### config.mk
export PLATFORM = sky130hd
export DESIGN_NAME = rotate_sequencer
export DESIGN_NICKNAME = d
export VERILOG_FILES = /design/src/rtl/rotate_sequencer_pkg.sv /design/src/rtl/rotate_sequencer_step.sv /design/src/rtl/rotate_sequencer.sv
export SDC_FILE = /design/constraint.sdc
export NUM_CORES = 1
export LEC_CHECK = 0
export CAP_MARGIN = 15
export CORE_MARGIN = 4
export CORE_UTILIZATION = 46
export DETAILED_ROUTE_END_ITERATION = 12
export HOLD_SLACK_MARGIN = 0.15
export PLACE_DENSITY = 0.82
export SLEW_MARGIN = 10
export SYNTH_ARGS = -nofsm -noshare
export SYNTH_HDL_FRONTEND = slang
export SYNTH_SLANG_ARGS = --single-unit
### constraint.sdc
create_clock -name clk -period 3.25 [get_ports clk]
set_input_delay 0.975 -clock clk [delete_from_list [all_inputs] [get_ports clk]]
set_output_delay 0.975 -clock clk [all_outputs]
set_load 0.01 [all_outputs]
### src/rtl/rotate_sequencer_pkg.sv
// Shared definitions for the rotate sequencer: default widths and FSM state encoding.
package rotate_sequencer_pkg;

  localparam int WIDTH_DEF = 8;
  localparam int AMT_W_DEF = 3;

  typedef enum logic [1:0] {
    IDLE = 2'd0,
    RUN  = 2'd1,
    DONE = 2'd2
  } state_t;

endpackage

### src/rtl/rotate_sequencer_step.sv
// Combinational one-step rotator: rotates data by a single bit position.
module rotate_sequencer_step #(
  parameter int WIDTH = 8
) (
  input  logic [WIDTH-1:0] data,
  input  logic             dir,
  output logic [WIDTH-1:0] result
);

  // dir=1: right (bit i takes bit i+1, MSB takes bit 0); dir=0: left
  assign result = dir ? {data[0], data[WIDTH-1:1]}
                      : {data[WIDTH-2:0], data[WIDTH-1]};

endmodule

### src/rtl/rotate_sequencer.sv
// Multi-cycle rotate: applies in_amount single-bit rotations, one per clock, then presents the result.
module rotate_sequencer
  import rotate_sequencer_pkg::*;
#(
  parameter int WIDTH = WIDTH_DEF,
  parameter int AMT_W = AMT_W_DEF
) (
  input  logic             clk,
  input  logic             rst_n,
  input  logic             in_valid,
  output logic             in_ready,
  input  logic [WIDTH-1:0] in_data,
  input  logic [AMT_W-1:0] in_amount,
  input  logic             in_dir,
  output logic             out_valid,
  input  logic             out_ready,
  output logic [WIDTH-1:0] out_data,
  output logic             out_zero,
  output logic             busy,
  output state_t           state_dbg
);

  // Handshake: a transfer happens on a rising edge where valid && ready.
  // in_ready is high only in IDLE, out_valid only in DONE; out_data/out_zero
  // stay stable while out_valid && !out_ready.

  state_t           state, state_next;
  logic [WIDTH-1:0] work;
  logic [AMT_W-1:0] count;
  logic             dir_q;
  logic [WIDTH-1:0] step_out;

  rotate_sequencer_step #(.WIDTH(WIDTH)) u_step (
    .data   (work),
    .dir    (dir_q),
    .result (step_out)
  );

  always_ff @(posedge clk or negedge rst_n) begin
    if (!rst_n) begin
      state <= IDLE;
    end else begin
      state <= state_next;
    end
  end

  always_comb begin
    state_next = state;
    case (state)
      IDLE: begin
        if (in_valid) begin
          state_next = (in_amount != '0) ? RUN : DONE;
        end
      end
      RUN: begin
        if (count == AMT_W'(1)) begin
          state_next = DONE;
        end
      end
      DONE: begin
        if (out_ready) begin
          state_next = IDLE;
        end
      end
      default: state_next = IDLE;
    endcase
  end

  // Counter is only decremented in RUN, which is entered with a nonzero
  // amount and left when it reaches 1, so it cannot wrap.
  always_ff @(posedge clk or negedge rst_n) begin
    if (!rst_n) begin
      work  <= '0;
      count <= '0;
      dir_q <= 1'b0;
    end else begin
      case (state)
        IDLE: begin
          if (in_valid) begin
            work  <= in_data;
            count <= in_amount;
            dir_q <= in_dir;
          end
        end
        RUN: begin
          work  <= step_out;
          count <= count - AMT_W'(1);
        end
        default: ;
      endcase
    end
  end

  assign in_ready  = (state == IDLE);
  assign out_valid = (state == DONE);
  assign busy      = (state != IDLE);
  assign out_data  = work;
  assign out_zero  = (work == '0);
  assign state_dbg = state;

endmodule

### Yosys cells after proc, flatten, opt, wreduce, memory -nomap -nowiden

Index checks and enable logic that the tools add are counted.

* add/sub/neg operators: 1
* multiply operators: 0
* div/mod/pow operators: 0
* magnitude comparators: 0
* equal/unequal tests: 6
* shift-type cells: 0
* multiplexer cells: 10
* bitwise logic cells: 0
* reduce and logical (&&, ||, !) cells: 8

Operators by type and width (count)
* two-way mux 8 bit: 2
* one-hot mux 8 bit (2 select lines): 1
* zero test 8 bit: 1
* two-way mux 2 bit: 4
* one-hot mux 2 bit (3 select lines): 1
* one-hot mux 3 bit (2 select lines): 1
* inequality test 2 bit (second input constant): 2
* AND reduction 2 bit: 2
* nonzero test 2 bit: 2
* == test 3 x 1 -> 1 bit (second input constant): 1
* two-way mux 3 bit: 1
* AND reduction 3 bit: 1
* nonzero test 3 bit: 1
* subtractor 3 x 1 -> 3 bit (second input constant): 1
* == test 2 x 1 -> 1 bit (second input constant): 1
* == test 2 bit (second input constant): 1
* zero test 2 bit: 1
* inequality test 2 x 1 -> 1 bit (second input constant): 1

* register bits after elaboration: 14
* latch bits: 0
* RAM bits: 0
* ROM bits: 0
* input port bits: 16
* output and inout port bits: 14
* memories kept: 0

### Depth between registers and ports, before layout

* word-level depth: 4
* depth in mapped cells: 5

### Hierarchy

A second synthesis with hierarchy kept.

* cells, all modules: 96
* area, all modules: 953.4 um2

By module, submodules not included
* rotate_sequencer: times used 1, cells an instance 87, area an instance 822.0 um2
* rotate_sequencer_step: times used 1, cells an instance 9, area an instance 131.4 um2

### Least setup slack after synthesis

Ideal clock, no wire load.

* path kind: register to output
* from: reg work[3] (netlist: out_data[3])
* to: out out_zero
* arrival: 1.124 ns
* data required time: 2.275 ns
* slack: 1.151 ns
* cell stages (with the launch flop): 3
* cell sequence: dfrtp_1 -> or4_1 -> nor2_1

* longest elaborated chain between the ends: 1

Ends and longest elaborated chain
* from (decl): line rotate_sequencer.sv:28 `logic [WIDTH-1:0] work;`
* from (signal assigned): line rotate_sequencer.sv:80 `work <= in_data;`
* from (signal assigned): line rotate_sequencer.sv:86 `work <= step_out;`
* zero test 8 bit: line rotate_sequencer.sv:98 `assign out_zero = (work == '0);`
* to (decl): line rotate_sequencer.sv:18 `output logic out_zero,`

No other way between the ends.

### Final worst setup path

* from: reg work[7] (netlist: out_data[7])
* to: out out_zero

Same word-level chain as after synthesis.

==> results.md <==
- Register area share after synthesis: 42.23%
- Leakage power summed over all cells: 0.4489 nW
- Net count of the mapped netlist: 105
- Total count of max-transition violations in the final report: 0
- R2r worst-path depth: 3
- Count of buffers added by post-CTS timing repair for setup: 0
- Upper clock frequency limit: 347.3 MHz
- Chip height: 50.47 um
- Ranking of synthesized cells by instance count: sky130_fd_sc_hd__dfrtp_1, sky130_fd_sc_hd__nor2_1, sky130_fd_sc_hd__a21oi_1, sky130_fd_sc_hd__mux2_2, sky130_fd_sc_hd__o22ai_1
- CTS-repair resized insts: 0
- Number of flip-flops and latches in the synthesized netlist: 14
- Number of flops mapped to enable cells by yosys: 0
- Width of the chip: 50.47 um
- Relative contribution of sequential cells to total power: 35.3%
- Area overhead of the layout relative to synthesis: 38.16%
- Crit start category: flop
- Hold Vio Cnt, Final: 0
- Worst setup slack for register-to-register paths: 1570 ps
- Slew @ Worst Pin: 620.3 ps
- Average vias per placed instance: 5.286
- Setup repair after global routing missed its margin: no
- Clock tree from TritonCTS: built
- Synth Cell Area: 829.5 um^2
- Crit path time final: 2879 ps
- Number of violations of the max-capacitance limit: 0
- CP Class: flop to output pin
- Slowest library cell on the worst path: sky130_fd_sc_hd__clkdlybuf4s50_1
- # rows: 15
- Worst IR drop on VDD: 502.7 uV
- Internal power contribution: 0.6577 mW
- Final routed wire length divided by cell count: 15.07 um
- Number of top-level pins: 30
- Run status: complete, no violations
- Max Clock Skew: 6.600 ps
- Nature of the critical path endpoint: output pin
- Post-synthesis area per instance: 9.535 um^2
- Post-Synthesis Cells: 87
- Root cell of the clock tree: sky130_fd_sc_hd__clkbuf_4
- Number of clock buffers inserted by TritonCTS: 3
- Comb power frac: 52.9%
- Async set-reset flop share out of synthesis: 100.0%
- Worst hold margin: 539.2 ps
- Via count of the first global-routing pass: 786
- Worst setup endpoint: out_zero
- Fraction of power spent switching nets: 40.22%
- Maximum number of pins on one net before global-route repair: 15
- Clock sink count: 14
- Maximum root-to-sink buffer count: 2
- Total Neg Setup Slack: 0 ps
- Std-Cell Core Area: 1727 um^2
- Hold WC Path Type: flop to flop
- Top_reg_cell synth: sky130_fd_sc_hd__dfrtp_1
- Number of detailed-routing iterations run before antenna repair: 4
- CP peak stage delay: 540 ps
- All-layer global routing usage: 17.61%
- Reg clk slew, reported paths: 90 ps
- Fraction of final layout cells with drive strength greater than 1: 13.91%
- Critical Path, Cell by Cell: or4_1 -> nor2_1 -> clkdlybuf4s50_1
- DR vias: 740
- Die footprint: 2547 um^2
- Post-synth top area cell: sky130_fd_sc_hd__dfrtp_1
- Share of Yosys cell area claimed by the top area cell type: 42.23%
- Areal power density over the cells: 959.9 nW/um^2
- Clock share of power: 11.7%
- Switching power total: 0.4425 mW
- Clock latency on the worst-skew pair: 290 ps
- Max-Slew Margin vs Limit: 58.51%
- Inserted Diodes: 0
- Setup violation total in the final timing report: 0
- Dpl hpwl: 1551 um
- Hold_buf cts: 0
- Filler-free cell count of the finished design: 140
- First-pass GRT wire length: 3463 um
- Final weighted congestion of routability-driven global placement: 0.7904
- Signal arrival time at the worst endpoint: 1900 ps
- Initial DRC count: 13
- Post-DRT Antenna Nets: 0
- Grt ovf: 0
- Number of H-tree levels: 1
- Reg2Reg Launch Point: state_dbg[0]
- Most common cell in the synthesized netlist: sky130_fd_sc_hd__dfrtp_1
- Critical Path Source: out_data[7]
- Worst endpoint required time: 2270 ps
- Highest fanout seen on the critical path: 5
- Initial standard-cell utilization of the core: 48.04%
- Cell count after placement: 136
- Final clock period utilization by the worst path: 88.59%
- Post-layout nets: 134
- Most area-consuming cells after synthesis: sky130_fd_sc_hd__dfrtp_1, sky130_fd_sc_hd__mux2_2, sky130_fd_sc_hd__a21oi_1, sky130_fd_sc_hd__o22ai_1, sky130_fd_sc_hd__nor2_1
- Filler Cell Count: 160
- Post-synthesis cell type count: 26
- Count of unresolved DRC violations after routing: 0
- Count of warnings emitted by yosys: 0
- Worst r2r dst: state_dbg[1]
- Wire length reported by the detailed router: 2110 um
- Antenna violations before repair: 0
- Buffers added on ports: 29
[worst min-delay path by stage]
stage                         from  endpoint  slack (ps)  depth (start not counted)
after global placement    count[1]  count[1]         520                          2
after floorplan           count[1]  count[1]         490                          2
after detailed placement  count[1]  count[1]         530                          2
final                     count[1]  count[1]         540                          2
after CTS                 count[1]  count[1]         550                          2
after global routing      count[1]  count[1]         600                          2
[sequential cells by signal (all words and copies together), names as in the netlist]
name / count
count: 3
dir_q: 1
out_data: 8
state_dbg: 2
[stage by stage]
stage | util [%] | power (mW) | setup slack, ps | area, um^2
floorplan | - | 0.7509 | 1151 | 829.5
global placement | 64.28 | 0.9543 | 694.5 | 1110
detailed placement | 64.28 | 0.9737 | 698.6 | 1110
CTS | 66.38 | 1.104 | 370.0 | 1146
global route | 66.38 | 1.179 | 311.0 | 1146
finish | 66.38 | 1.100 | 370.8 | 1146
[critical path, delay by kind of cell, from the launching register on]
| kind | cells | cell delay [ps] |
|---|---|---|
| buffers and inverters | 1 | 540 |
| DFF | 1 | 440 |
| and+or+nand+nor | 2 | 620 |
[logic make-up after synthesis]
| logic type | count (synthesis) | share of synthesized area [%] |
|---|---|---|
| AO/OA/AOI/OAI | 27 | 20.36 |
| AND/OR/NAND/NOR | 25 | 15.08 |
| flip-flops | 14 | 42.23 |
| buffers and inverters | 10 | 7.238 |
| multiplexers | 9 | 12.07 |
| adder cells (fa/ha/maj) | 2 | 3.016 |
[cell usage in the layout, fill, tap and decap left out, types with 2 or more instances in the layout]
cell type,Yosys,final
sky130_fd_sc_hd__dfrtp_1,14,14
sky130_fd_sc_hd__clkdlybuf4s50_1,0,29
sky130_fd_sc_hd__nand2_1,2,2
sky130_fd_sc_hd__or4_1,2,2
sky130_fd_sc_hd__a21oi_1,12,12
sky130_fd_sc_hd__o21ai_0,2,2
sky130_fd_sc_hd__nand2b_1,3,3
sky130_fd_sc_hd__clkbuf_4,0,3
sky130_fd_sc_hd__o22ai_1,8,8
sky130_fd_sc_hd__ha_1,2,2
sky130_fd_sc_hd__mux2_2,8,8
sky130_fd_sc_hd__inv_1,4,4
sky130_fd_sc_hd__nor2_1,13,13
[routing by layer]
layer / vias to the layer above / share of wire (%) / global-route usage, %
met1: 351 / 44 / 21.35
met2: 21 / 48 / 29.13
met4: 0 / 1.4 / 8.072
met3: 3 / 6.8 / 4.451
met5: - / 0 / 0
li1: 365 / - / -
[power by group through the flow]
stage          logic, mW  registers, mW  clock network (mW)
2_1_floorplan      0.395          0.356                   0
3_3_place_gp       0.579          0.375                   0
3_5_place_dp       0.587          0.387                   0
4_1_cts            0.589          0.384               0.131
5_1_grt            0.638          0.401               0.139
6_report           0.582          0.389               0.129
[layout make-up]
cell class | count | area [um^2] | area share [%]
well taps | 25 | 31.28 | 2.729
repair buffers | 29 | 290.3 | 25.33
flip-flops and latches | 14 | 350.3 | 30.57
clock buffers | 4 | 36.28 | 3.166
inverters | 5 | 18.77 | 1.638
multi-input cells | 63 | 419.2 | 36.57
(Power assumes the default switching activity.)
